## config.mk

```make
export PLATFORM = sky130hd
export DESIGN_NAME = div_result_stage_flat
export DESIGN_NICKNAME = d
export VERILOG_FILES = /design/src/rtl/div_result_stage_pkg.sv /design/src/rtl/div_result_stage_if.sv /design/src/rtl/div_result_stage_sat_counter.sv /design/src/rtl/div_result_stage.sv /design/src/flat_wrapper.sv
export SDC_FILE = /design/constraint.sdc
export NUM_CORES = 1
export LEC_CHECK = 0
export ABC_AREA = 1
export BUFFER_PORTS_ARGS = -buffer_cell sky130_fd_sc_hd__buf_2
export CORE_MARGIN = 2
export CORE_UTILIZATION = 51
export CTS_CLUSTER_SIZE = 28
export DETAILED_ROUTE_END_ITERATION = 12
export GPL_ROUTABILITY_DRIVEN = 0
export PLACE_DENSITY = 0.79
export SYNTH_ARGS = -nofsm -noshare
export SYNTH_HDL_FRONTEND = slang
export SYNTH_HIERARCHICAL = 1
export SYNTH_SLANG_ARGS = --single-unit
```

## constraint.sdc

```tcl
create_clock -name i_clk -period 1.7 [get_ports i_clk]
set_input_delay 0.425 -clock i_clk [delete_from_list [all_inputs] [get_ports i_clk]]
set_output_delay 0.425 -clock i_clk [all_outputs]
set_load 0.02 [all_outputs]
```

## src/rtl/div_result_stage_pkg.sv

```systemverilog
// Shared types and constants for the divider result path.
// Status bit indices, the status vector type and the result-stage occupancy enum.
package div_pkg;

    localparam int ST_DIVZERO = 0;
    localparam int ST_PARITY  = 1;
    localparam int ST_ALLONES = 2;
    localparam int ST_OVF     = 3;

    typedef logic [3:0] div_status_t;

    typedef enum logic [1:0] {
        RS_EMPTY = 2'd0,
        RS_ONE   = 2'd1,
        RS_FULL  = 2'd2
    } rs_state_e;

    // A result is an error when the divisor was zero or the quotient overflowed.
    function automatic logic is_err(input div_status_t st);
        return st[ST_DIVZERO] | st[ST_OVF];
    endfunction

endpackage

```

## src/rtl/div_result_stage_if.sv

```systemverilog
// Upstream/downstream handshake bundle of the divider result stage.
// slave = the stage itself, master = whoever drives and consumes it.
interface div_result_stage_if
    import div_pkg::*;
#(
    parameter int K = 8
);
    logic           i_valid;
    logic [K-1:0]   i_div;
    div_status_t    i_status;
    logic           o_ready;
    logic           o_valid;
    logic [K-1:0]   o_div;
    div_status_t    o_status;
    logic           i_ready;

    modport slave (
        input  i_valid, i_div, i_status, i_ready,
        output o_ready, o_valid, o_div, o_status
    );

    modport master (
        output i_valid, i_div, i_status, i_ready,
        input  o_ready, o_valid, o_div, o_status
    );
endinterface

```

## src/rtl/div_result_stage_sat_counter.sv

```systemverilog
// Saturating up-counter with synchronous clear.
// A clear coinciding with an increment leaves the counter at 1 (the new event survives).
module sat_counter #(
    parameter int CW = 8
) (
    input  logic          clk,
    input  logic          rst,
    input  logic          inc,
    input  logic          clr,
    output logic [CW-1:0] cnt
);
    // NOTE: sequential state uses non-blocking assignments so every register samples pre-edge values.
    always_ff @(posedge clk) begin
        if (rst) begin
            cnt <= '0;
        end else if (clr) begin
            cnt <= inc ? CW'(1) : '0;
        end else if (inc && (cnt != '1)) begin
            cnt <= cnt + CW'(1);
        end
    end
endmodule

```

## src/rtl/div_result_stage.sv

```systemverilog
// Registered 2-entry skid stage behind the signed divider, plus sticky status and error count.
// Build option: DIV_RESULT_DROP_ERR_EN discards error results instead of queueing them.
module div_result_stage
    import div_pkg::*;
#(
    parameter int K  = 8,
    parameter int CW = 8
) (
    input  logic                i_clk,
    input  logic                i_rst,
    div_result_stage_if.slave   bus,
    input  logic                i_clr_sticky,
    output div_status_t         o_sticky,
    output logic [CW-1:0]       o_err_cnt
);
    localparam logic [1:0] S_EMPTY = 2'(RS_EMPTY);
    localparam logic [1:0] S_ONE   = 2'(RS_ONE);
    localparam logic [1:0] S_FULL  = 2'(RS_FULL);

    logic [1:0]   state, state_nx;
    logic         ready_q;
    logic [K-1:0] head_div, skid_div;
    div_status_t  head_st, skid_st;
    logic         in_xfer, out_xfer, drop, wr_en;
    logic         head_from_in, head_from_skid, skid_load;

    assign in_xfer  = bus.i_valid && ready_q;
    assign out_xfer = (state != S_EMPTY) && bus.i_ready;

`ifdef DIV_RESULT_DROP_ERR_EN
    assign drop = is_err(bus.i_status);
`else
    assign drop = 1'b0;
`endif

    assign wr_en = in_xfer && !drop;

    // NOTE: every always_comb output gets a default first so no path can infer a latch.
    always_comb begin
        state_nx       = state;
        head_from_in   = 1'b0;
        head_from_skid = 1'b0;
        skid_load      = 1'b0;
        case (state)
            S_EMPTY: begin
                if (wr_en) begin
                    state_nx     = S_ONE;
                    head_from_in = 1'b1;
                end
            end
            S_ONE: begin
                if (wr_en && out_xfer) begin
                    head_from_in = 1'b1;
                end else if (wr_en) begin
                    state_nx  = S_FULL;
                    skid_load = 1'b1;
                end else if (out_xfer) begin
                    state_nx = S_EMPTY;
                end
            end
            S_FULL: begin
                if (out_xfer) begin
                    state_nx       = S_ONE;
                    head_from_skid = 1'b1;
                end
            end
            default: state_nx = S_EMPTY;
        endcase
    end

    // ready is registered from the next state so it never sees i_ready combinationally.
    always_ff @(posedge i_clk) begin
        if (i_rst) begin
            state    <= S_EMPTY;
            ready_q  <= 1'b1;
            head_div <= '0;
            head_st  <= '0;
        end else begin
            state   <= state_nx;
            ready_q <= (state_nx != S_FULL);
            if (head_from_in) begin
                head_div <= bus.i_div;
                head_st  <= bus.i_status;
            end else if (head_from_skid) begin
                head_div <= skid_div;
                head_st  <= skid_st;
            end
        end
    end

    // NOTE: the skid slot is pure storage guarded by state, so it needs no reset.
    always_ff @(posedge i_clk) begin
        if (skid_load) begin
            skid_div <= bus.i_div;
            skid_st  <= bus.i_status;
        end
    end

    always_ff @(posedge i_clk) begin
        if (i_rst) begin
            o_sticky <= '0;
        end else if (in_xfer) begin
            o_sticky <= (i_clr_sticky ? '0 : o_sticky) | bus.i_status;
        end else if (i_clr_sticky) begin
            o_sticky <= '0;
        end
    end

    sat_counter #(.CW(CW)) u_err_cnt (
        .clk (i_clk),
        .rst (i_rst),
        .inc (in_xfer && is_err(bus.i_status)),
        .clr (i_clr_sticky),
        .cnt (o_err_cnt)
    );

    assign bus.o_ready  = ready_q;
    assign bus.o_valid  = (state != S_EMPTY);
    assign bus.o_div    = head_div;
    assign bus.o_status = head_st;

endmodule

```

## src/flat_wrapper.sv

```systemverilog
// flat-port wrapper written by rule: the top's interface ports become plain ports
module div_result_stage_flat import div_pkg::*;
#(
    parameter int K  = 8,
    parameter int CW = 8
)
  (i_clk, i_rst, i_clr_sticky, o_sticky, o_err_cnt, bus_i_valid, bus_i_div, bus_i_status, bus_i_ready, bus_o_ready, bus_o_valid, bus_o_div, bus_o_status);
  div_result_stage_if #(.K(K)) bus_i ();
  input  logic i_clk;
  input  logic i_rst;
  input  logic i_clr_sticky;
  output div_status_t o_sticky;
  output logic [CW-1:0] o_err_cnt;
  input wire logic [$bits(bus_i.i_valid)-1:0] bus_i_valid;
  input wire logic [$bits(bus_i.i_div)-1:0] bus_i_div;
  input wire logic [$bits(bus_i.i_status)-1:0] bus_i_status;
  input wire logic [$bits(bus_i.i_ready)-1:0] bus_i_ready;
  output wire logic [$bits(bus_i.o_ready)-1:0] bus_o_ready;
  output wire logic [$bits(bus_i.o_valid)-1:0] bus_o_valid;
  output wire logic [$bits(bus_i.o_div)-1:0] bus_o_div;
  output wire logic [$bits(bus_i.o_status)-1:0] bus_o_status;
  assign bus_i.i_valid = bus_i_valid;
  assign bus_i.i_div = bus_i_div;
  assign bus_i.i_status = bus_i_status;
  assign bus_i.i_ready = bus_i_ready;
  assign bus_o_ready = bus_i.o_ready;
  assign bus_o_valid = bus_i.o_valid;
  assign bus_o_div = bus_i.o_div;
  assign bus_o_status = bus_i.o_status;
  div_result_stage #(.K(K), .CW(CW)) u_core (.i_clk(i_clk), .i_rst(i_rst), .bus(bus_i), .i_clr_sticky(i_clr_sticky), .o_sticky(o_sticky), .o_err_cnt(o_err_cnt));
endmodule
```

* Word level (Yosys, flattened, before mapping)
Cells that the tools add are included.
** Word-level totals
- Flip-flop bits (word level) :: 39
- Bits in latches :: 0
- Bits in writable memories :: 0
- Bits in read-only memories :: 0
- Input bits :: 17
- Output and inout port bits :: 26
- Logic and storage cells :: 46
- Memories :: 0
** Cells by class
- Add/subtract/negate cells :: 1
- Multiply operators :: 0
- Divide/modulo/power cells :: 0
- Order comparisons :: 0
- Eq/ne operators :: 4
- Shift-type cells :: 0
- Mux-type cells :: 22
- Bitwise logic cells :: 2
- Reductions and logical operators :: 9
** Operators with widths (number)
- 2-to-1 mux 8 bit :: 4
- 2-to-1 mux 4 bit :: 4
- 2-to-1 mux 2 bit :: 5
- adder 8 x 1 -> 8 bit (second input constant) :: 1
- inequality test 8 bit (second input constant) :: 1
- 2-to-1 mux 1 bit :: 7
- case mux 2 bit (3 select lines) :: 1
- nonzero test 2 bit :: 3
- logical AND 1 bit :: 5
- bitwise OR 4 bit :: 1
- equality test 2 x 1 -> 1 bit (second input constant) :: 1
- equality test 2 bit (second input constant) :: 1
- logical NOT 2 bit :: 1
- inequality test 2 bit (second input constant) :: 1
- case mux 1 bit (2 select lines) :: 1
- bitwise OR 1 bit :: 1

* Longest topological paths before layout
Gate-level depths: netlist of run 1.
- Depth after elaboration :: 7
- Gate-level depth with buffers :: 9
- Depth with buffers taken out :: 9

* Hierarchy
Netlist of run 1, hierarchy kept.
** By module, submodules not included
- div_result_stage :: instances 1, cells an instance 160, area an instance 1331.3 um^2, seq. area each 740.7 um^2
- sat_counter :: instances 1, cells an instance 75, area an instance 491.7 um^2, seq. area each 160.2 um^2

* Worst setup path before layout of run 1
Ideal clock, no wire load.
- Path type :: register to register
- From :: register u_core.ready_q (netlist: u_core/bus.o_ready)
- To :: register u_core.skid_div[0] (enable)
- Setup time :: 344 ps
- Arrival time :: 1091 ps
- Data required time :: 1356 ps
- Path slack :: 266 ps
- Stages on the path, launching flop included :: 5
- Buffers on the path :: 0
- Period minus slack after synthesis :: 1434 ps
- Cells stage by stage :: dfxtp_1 -> nand2_1 -> nor2_1 -> nand3_1 -> inv_1
** Between the ends
- Longest elaborated chain between the ends :: 4
- Elaborated cells on any way between the ends :: 5
- Classes of those cells :: 3 x mux; 2 x reduce/logical
** RTL lines
- from (decl) :: line div_result_stage.sv:21 : logic ready_q;
- from (signal assigned) :: line div_result_stage.sv:80 : ready_q <= (state_nx != S_FULL);
- logical AND 1 bit (*) :: line div_result_stage.sv:27 : assign in_xfer = bus.i_valid && ready_q;
- 2-to-1 mux 1 bit / logical AND 1 bit (equally long branches) :: line div_result_stage.sv:54, div_result_stage.sv:52
- 2-to-1 mux 1 bit (*) :: line div_result_stage.sv:52 : if (wr_en && out_xfer) begin
- 2-to-1 mux 1 bit (*) :: line div_result_stage.sv:44 : case (state)
- net u_core.skid_load :: line div_result_stage.sv:25 : logic head_from_in, head_from_skid, skid_load;
- to (signal assigned) :: line div_result_stage.sv:94 : skid_div <= bus.i_div;
- to (decl) :: line div_result_stage.sv:22 : logic [K-1:0] head_div, skid_div;
The timed path passes the listed nets; every way through them passes the cells marked *.
A chain may end at the register's enable or synchronous reset.

* Final worst setup path of run 1
- From :: register u_core.state[1]
- To :: output bus_o_valid
** Between the ends
- Longest elaborated chain between the ends :: 1
** RTL lines
- from (decl) :: line div_result_stage.sv:20 : logic [1:0] state, state_nx;
- from (signal assigned) :: line div_result_stage.sv:79 : state <= state_nx;
- nonzero test 2 bit :: line div_result_stage.sv:118 : assign bus.o_valid = (state != S_EMPTY);
- to (decl) :: line flat_wrapper.sv:19 : output wire logic [$bits(bus_i.o_valid)-1:0] bus_o_valid;
No other way between the ends.

==> results of run 1 <==
## worst max path at each step
stage | start | to | slack (ns)
after detailed placement | bus_i_valid | u_core/u_err_cnt/cnt[4] | 0.14
after floorplan | u_core/bus.o_ready | u_core/skid_div[0] | 0.27
final | u_core/state[1] | bus_o_valid | 0.15
after global placement | bus_i_valid | u_core/u_err_cnt/cnt[6] | 0.22
after global routing | u_core/state[1] | bus_o_valid | 0.06
after CTS | u_core/state[1] | bus_o_valid | 0.14
## sequential cells by signal, indices dropped and copies added (netlist names)
register and flops:
u_core/bus.o_div 8, u_core/skid_div 8, u_core/u_err_cnt/cnt 8, u_core/bus.o_status 4
u_core/o_sticky 4, u_core/skid_st 4, u_core/state 2, u_core/bus.o_ready 1
## per-layer routing
metal	share of wire, %	vias up	track usage (%)
li1	-	848	-
met1	45	742	25.5
met2	48	59	32.4
met3	7.2	0	7.75
met4	0	0	7.34
met5	0	-	0
## metrics by stage
step	instance area [um^2]	hold WS (ns)	util [%]	instances
final	2150	0.270	63.6	327
after global routing	2150	0.235	63.6	327
after CTS	2150	0.248	63.6	327
after detailed placement	2070	0.458	61.0	319
after global placement	2070	0.456	61.0	319
after floorplan	1820	0.494	-	235
## cells in the mapped netlist
cell type and n:
nor2_2 1, buf_4 1, nor2_1 13, nor2_4 1, nand4_1 3, nand3b_1 1, nor3_1 1, edfxtp_1 12
ha_1 1, o21ai_1 2, nand2_2 3, clkbuf_1 2, nand3_2 1, a21oi_2 1, inv_1 26, o211ai_4 1
dfxtp_1 27, a21oi_1 21, buf_6 2, nand3_1 35, inv_2 4, xor2_1 1, buf_2 3, nand2_1 67
nand2_4 2, o21ai_0 3
## area by class of cell
class / count / area (um^2)
Clock buffer: 6 / 51.3
Clock inverter: 2 / 35.0
Fill cell: 289 / 1230
Inverter: 30 / 113
Multi-Input combinational cell: 158 / 757
Sequential cell: 39 / 901
Tap cell: 46 / 57.6
Timing Repair Buffer: 46 / 240
## logic make-up (layout without fill, tap and decap cells)
kind of cell	Yosys count	in the layout	synth area share [%]
compound gates	28	28	8.78
xor+xnor	1	1	0.481
fa+ha+maj	1	1	0.686
buf+inv	38	84	9.06
flops	39	39	49.4
simple gates	128	128	31.6
## where the power goes
part / total [uW] / internal (uW) / switching [uW] / leakage, uW
Clock: 639 / 348 / 292 / 0.0000482
Combinational: 434 / 144 / 290 / 0.000661
Sequential: 1080 / 1040 / 39.9 / 0.000332
Total: 2150 / 1530 / 622 / 0.00104
## worst max-delay path, cell delays in order (launching register included)
cell     delay (ns)
dfxtp_1        0.44
inv_2          0.09
nand2_1        0.09
buf_2          0.16
==> results.toml, run 1 <==
[clocking]
post_cts.resized_instances = 0
cts_root_buf = "clkbuf_4"
cts_max_level = 2
post-cts-setup-buffers = 0
clk_pin_slew_ns = 0.11
clk_path_buf_depth = 2
hold_buffers = 0
cts_tree = "yes"
clock_latency_ns = 0.34
cts_buffers = 5
cts_num_sinks = 39

[floorplanning]
dieWidth_um = 63.8
start_util_pct = 53.8
pin_count = 43
core_um2 = 3390
rows = 21
die-area_um2 = 4070
die_y_um = 63.8

[setup_path]
start_kind = "register"
reg2reg_slack_ns = 0.25
required_ns = 1.27
worstSetupPathType = "reg2out"
cp_max_fo = 5
arrival_ns = 1.12
worstRegToRegCells = 8
regToRegStartpoint = "u_core/u_err_cnt/cnt[0]"
crit_path_end_kind = "output pin"
rr_endpoint = "u_core/u_err_cnt/cnt[5]"

[timing]
max-slew-margin-rel_pct = 56.7
tns_ns = 0
timing.final.ws_setup_ns = 0.153
period_share_pct = 91.0
rsz0062_at_grt = "no"
fin_skew_ns = 0.00185
fmax_ghz = 0.647
setup_viol = 0
worst_pin_slew_ns = 0.646
fin_crit_ns = 1.55
final-hold-violation-count = 0
slew_viol_final = 0

[final_layout]
syn2layout_area_growth_pct = 18.2
nNetsFinal = 298
diodes = 0
layout_commonest_cell = "nand2_1"
final_cell_mix = "nand2_1, buf_2, nand3_1, dfxtp_1, inv_1"
layout-drive-gt1-share_pct = 24.2

[synth]
synth_area_leaders = "dfxtp_1, edfxtp_1, nand2_1, nand3_1, a21oi_1"
syn_area_um2 = 1820
yosys_warnings = 6
syn-num-nets = 253
ys_types = 26
synth-seq-cells = 39
synthCells = 235
yosys.area.top_type = "dfxtp_1"
ys_seq_area_share_pct = 49.4
yosysTopAreaCellShare_pct = 29.6
syn_area_per_cell_um2 = 7.76

[global_route]
antenna_found_initial = 0
grt.overflow.total = 0
track_usage_pct = 20.5
grt_max_degree = 25
grt_pass1_wl_um = 6420
grt_pass1_vias = 1500

[placement]
port_buffers = 42
dp_hpwl_um = 2750
pre_cts_ws_ns = 0.142

[pwr]
finalPower_uw = 2150
p_leak_uw = 0.00104
power.density_nw_per_um2 = 998
ir_drop_mv = 0.566

[run_status]
status = "finished clean"

[detailed_routing]
via_per_inst = 5.04
drtIter0Drc = 106
drcViolationCount = 0
wl_per_cell_um = 11.7
wl_um = 3820
vias = 1649
drtAntennaViolNets = 0
dr.pass1.iters = 4

[worst_hold_path]
hold-path-cell-count = 1
min_path_type = "in2reg"
min_to = "u_core/skid_div[7]"
hp-start = "bus_i_div[7]"

[flow_run]
cap_viol_max_count = 0
Power figures use the tool's default switching activity.
==> run 2: changes to the inputs <==
Settings changed: ABC_AREA 1 to default, MAX_ROUTING_LAYER from default to met4, PLACE_DENSITY 0.79 to 0.8.
Clock period 1.7 ns to 1.6 ns, I/O delays scaled along.
==> run 2 against run 1 <==
- clock-buffer cell count unchanged
- final cell count decreased by 18%
- largest power group unchanged
- critical endpoint unchanged
- total power decreased by 13%
- via count decreased by 14%
- sequential power about the same
- clock power decreased by 28%
==> results.toml, run 2 <==
[run_status]
status = "finished clean"

[timing]
max-slew-margin-rel_pct = 70.7
fin_skew_ns = 0.00921
slew_viol_final = 0
timing.final.ws_setup_ns = 0.0227
setup_viol = 0
period_share_pct = 98.6
worst_pin_slew_ns = 0.438
fmax_ghz = 0.634
final-hold-violation-count = 0
fin_crit_ns = 1.58

[global_route]
track_usage_pct = 21.6
antenna_found_initial = 0
grt_pass1_vias = 1405
grt_pass1_wl_um = 6440
grt.overflow.total = 0
grt_max_degree = 25

[synth]
synthCells = 166
synthTopCellsByCount = "nand2_1, dfxtp_1, nor2_1"
synth_area_leaders = "dfxtp_1, edfxtp_1, a311oi_2, nand2_1, nor2_2"
syn_area_um2 = 1720
synth_edf_count = 12
syn-num-nets = 184
async_flop_share_pct = 0
ys_seq_area_share_pct = 52.3
yosys_warnings = 6
syn_area_per_cell_um2 = 10.4
synth-seq-cells = 39
yosysMostFrequentCell = "nand2_1"
yosys.area.top_type = "dfxtp_1"
synth_top_flop_cell = "dfxtp_1"
yosysTopAreaCellShare_pct = 31.4
ys_types = 40

[detailed_routing]
drcViolationCount = 0
vias = 1414
wl_um = 3740
drtIter0Drc = 55
drtAntennaViolNets = 0
dr.pass1.iters = 4
via_per_inst = 5.26
wl_per_cell_um = 13.9

[floorplanning]
pin_count = 43
die_y_um = 62.1
die-area_um2 = 3860
core_um2 = 3280
dieWidth_um = 62.1
start_util_pct = 52.5
rows = 21

[pwr]
ir_drop_mv = 0.524
p_leak_uw = 0.000870
power.density_nw_per_um2 = 893
finalPower_uw = 1880

[clocking]
cts_buffers = 5
cts_max_level = 2
cts_root_buf = "clkbuf_4"
clk_pin_slew_ns = 0.11
cts_tree = "yes"
cts_num_sinks = 39
clk_path_buf_depth = 2
hold_buffers = 0
clock_latency_ns = 0.34

[setup_path]
required_ns = 1.20
cp_max_fo = 4
start_kind = "register"
crit_path_end_kind = "output pin"
worstRegToRegCells = 4
worstSetupPathType = "reg2out"
arrival_ns = 1.18

[flow_run]
cap_viol_max_count = 0

[placement]
pre_cts_ws_ns = 0.0293
dp_hpwl_um = 2650
port_buffers = 42

[final_layout]
nNetsFinal = 240
layout-drive-gt1-share_pct = 40.8
syn2layout_area_growth_pct = 22.0
layout_commonest_cell = "buf_2"
diodes = 0
final_cell_mix = "buf_2, nand2_1, dfxtp_1, buf_4"

[worst_hold_path]
min_path_type = "in2reg"
hold-path-cell-count = 1
-- run 2: repair_timing --
item	4_1_cts	5_1_grt
setup endpoints to repair	1	1
setup buffers	0	4
resized for setup	1	2
-- run 2: kinds of logic (layout without fill, tap and decap cells) --
family | Yosys count | count (layout) | share of synthesized area [%]
and+or+nand+nor | 74 | 74 | 21.3
DFF | 39 | 39 | 52.3
AOI/OAI and AO/OA | 33 | 33 | 17.9
muxes | 5 | 5 | 2.98
adders and majority gates | 1 | 1 | 0.726
buffers and inverters | 14 | 71 | 4.79
-- run 2: worst paths after layout --
kind	from	endpoint	slack, ns
worst max-delay path	u_core/state[0]	bus_o_valid	0.02
worst min-delay path	bus_i_div[6]	u_core/skid_div[6]	0.25
worst max register to register	u_core/u_err_cnt/cnt[0]	u_core/u_err_cnt/cnt[1]	0.17
worst min register to register	u_core/bus.o_status[0]	u_core/bus.o_status[0]	0.49
-- run 2: stage by stage --
step | instances | area, um^2 | TNS [ns] | hold slack (ns) | util (%)
2_1_floorplan | 166 | 1730 | 0 | 0.469 | -
3_3_place_gp | 257 | 2020 | 0 | 0.462 | 61.4
3_5_place_dp | 257 | 2020 | 0 | 0.469 | 61.4
4_1_cts | 265 | 2070 | 0 | 0.231 | 63.0
5_1_grt | 269 | 2100 | -0.0339 | 0.214 | 64.0
6_report | 269 | 2100 | 0 | 0.247 | 64.0
-- run 2: critical path, cell delays in order, from the launching register on --
cell	delay, ns
dfxtp_4	0.37
or2_2	0.30
buf_2	0.16
-- run 2: where the power goes --
group / internal [uW] / switching (uW) / leakage, uW
logic: 130 / 188 / 0.000512
registers: 1070 / 27.0 / 0.000331
clock network: 163 / 299 / 0.0000273
-- run 2: metal layers --
metal / share of wire (%) / track usage (%) / vias to the layer above
met5: 0 / - / -
met4: 1.6 / 8.06 / 0
met3: 5.0 / 6.52 / 7
met2: 51 / 36.4 / 40
met1: 42 / 24.2 / 649
li1: - / - / 718
-- run 2: cell type report --
| class | instances | area [um^2] |
|---|---|---|
| Clock buffer | 6 | 41.3 |
| Clock inverter | 2 | 7.51 |
| Fill cell | 300 | 1180 |
| Inverter | 7 | 26.3 |
| Multi-Input combinational cell | 113 | 747 |
| Sequential cell | 39 | 907 |
| Tap cell | 46 | 57.6 |
| Timing Repair Buffer | 56 | 315 |
==> run 3: changes to the inputs <==
Settings changed: PLACE_DENSITY 0.8 to default, PLACE_DENSITY_LB_ADDON from default to 0.15, SLEW_MARGIN from default to 30.
==> run 3 against run 2 <==
- largest power group unchanged
- fmax grew 2.1%
- setup slack gained 0.033 ns
- clock power is essentially flat
==> results.toml, run 3 (synthesis gave the netlist of run 2 again) <==
[run_status]
status = "finished clean"

[clocking]
cts_num_sinks = 39
cts_max_level = 2
cts_tree = "yes"
clock_latency_ns = 0.34
clk_pin_slew_ns = 0.11
cts_root_buf = "clkbuf_4"
post-cts-setup-buffers = 0
clk_path_buf_depth = 2
hold_buffers = 0
cts_buffers = 5

[placement]
port_buffers = 42
dp_hpwl_um = 2840
pre_cts_ws_ns = 0.0316

[floorplanning]
rows = 21
die-area_um2 = 3860
start_util_pct = 52.5
die_y_um = 62.1
core_um2 = 3280
pin_count = 43
dieWidth_um = 62.1

[final_layout]
diodes = 0
multi_input_comb_area_um2 = 752
syn2layout_area_growth_pct = 22.1
fillCellCount = 284
nNetsFinal = 237
seqCellArea_um2 = 905
final_cell_mix = "buf_2, nand2_1, dfxtp_1, nor2_1, edfxtp_1"
layout-drive-gt1-share_pct = 40.6
layout_commonest_cell = "buf_2"

[worst_hold_path]
hold-path-cell-count = 1
min_path_type = "in2reg"

[timing]
tns_ns = 0
fmax_ghz = 0.647
setup_viol = 0
period_share_pct = 96.5
slew_viol_final = 0
fin_crit_ns = 1.54
timing.final.ws_setup_ns = 0.0552
final-hold-violation-count = 0
max-slew-margin-rel_pct = 67.9
worst_pin_slew_ns = 0.480
fin_skew_ns = 0.00812
rsz0062_at_grt = "yes"

[detailed_routing]
dr.pass1.iters = 4
vias = 1504
drcViolationCount = 0
drtIter0Drc = 88
drtAntennaViolNets = 0
wl_per_cell_um = 14.6
via_per_inst = 5.68
wl_um = 3870

[setup_path]
critPathMaxStageDelay_ns = 0.36
arrival_ns = 1.14
worstRegToRegCells = 5
slowest_stage = "dfxtp_2"
crit_path_end_kind = "output pin"
required_ns = 1.20
cp_max_fo = 6
crit_chain = "or2_2, buf_2"
start_kind = "register"
worstSetupPathType = "reg2out"

[global_route]
track_usage_pct = 21.4
antenna_found_initial = 0
grt_pass1_vias = 1362
grt_pass1_wl_um = 6290
grt.overflow.total = 0
grt_max_degree = 13

[pwr]
ir_drop_mv = 0.604
p_leak_uw = 0.000866
power.density_nw_per_um2 = 896
finalPower_uw = 1890

[flow_run]
cap_viol_max_count = 0
==> run 3: cell types whose count changed in the layout (fill, tap and decap cells not counted), sizes merged <==
| cell | delta |
|---|---|
| clkbuf | -1 |
| buf | -3 |
==> run 3: power by group <==
part	switching, uW	internal [uW]	leakage, uW
logic	187	137	0.000506
clock network	305	156	0.0000285
registers	30.4	1070	0.000331
total	523	1360	0.000866
==> run 3: layout make-up <==
cell class	count	share of cell area, %
sequential	39	43.0
multi-input combinational	113	35.7
timing repair buffer	53	15.1
tap	46	2.73
clock buffer	5	1.78
inverter	7	1.25
clock inverter	2	0.416
==> run 3: what timing repair did <==
item | CTS | global route
hold endpoints to repair | 0 | 0
pin swaps | 0 | 0
gates resized for setup | 1 | 2
endpoints found under the setup margin | 1 | 2
==> run 3: final timing paths <==
| path | slack, ns | end | startpoint |
|---|---|---|---|
| max reg2reg | 0.08 | u_core/u_err_cnt/cnt[5] | u_core/bus.o_ready |
| min reg2reg | 0.50 | u_core/bus.o_div[6] | u_core/bus.o_div[6] |
| min | 0.25 | u_core/skid_div[6] | bus_i_div[6] |
| max | 0.06 | bus_o_valid | u_core/state[0] |
==> run 3: through the flow <==
step | cells | util, % | hold slack [ns] | area (um^2)
after floorplan | 166 | - | 0.469 | 1730
after global placement | 258 | 62.4 | 0.462 | 2050
after detailed placement | 258 | 62.4 | 0.476 | 2050
after CTS | 265 | 63.9 | 0.232 | 2100
after global routing | 265 | 64.1 | 0.218 | 2100
final | 265 | 64.1 | 0.245 | 2100
==> run 3: critical path: cells and delay by family, from the launching register on <==
kind                   cells  cell delay (ns)
and+or+nand+nor            1             0.29
DFF                        1             0.36
buffers and inverters      1             0.16
==> run 3: metal layers <==
layer | vias to the layer above | routed length [um] | track usage [%]
li1 | 712 | - | -
met1 | 704 | 1600 | 25.9
met2 | 78 | 1890 | 34.4
met3 | 10 | 324 | 5.07
met4 | 0 | 58 | 9.17
met5 | - | 0 | -
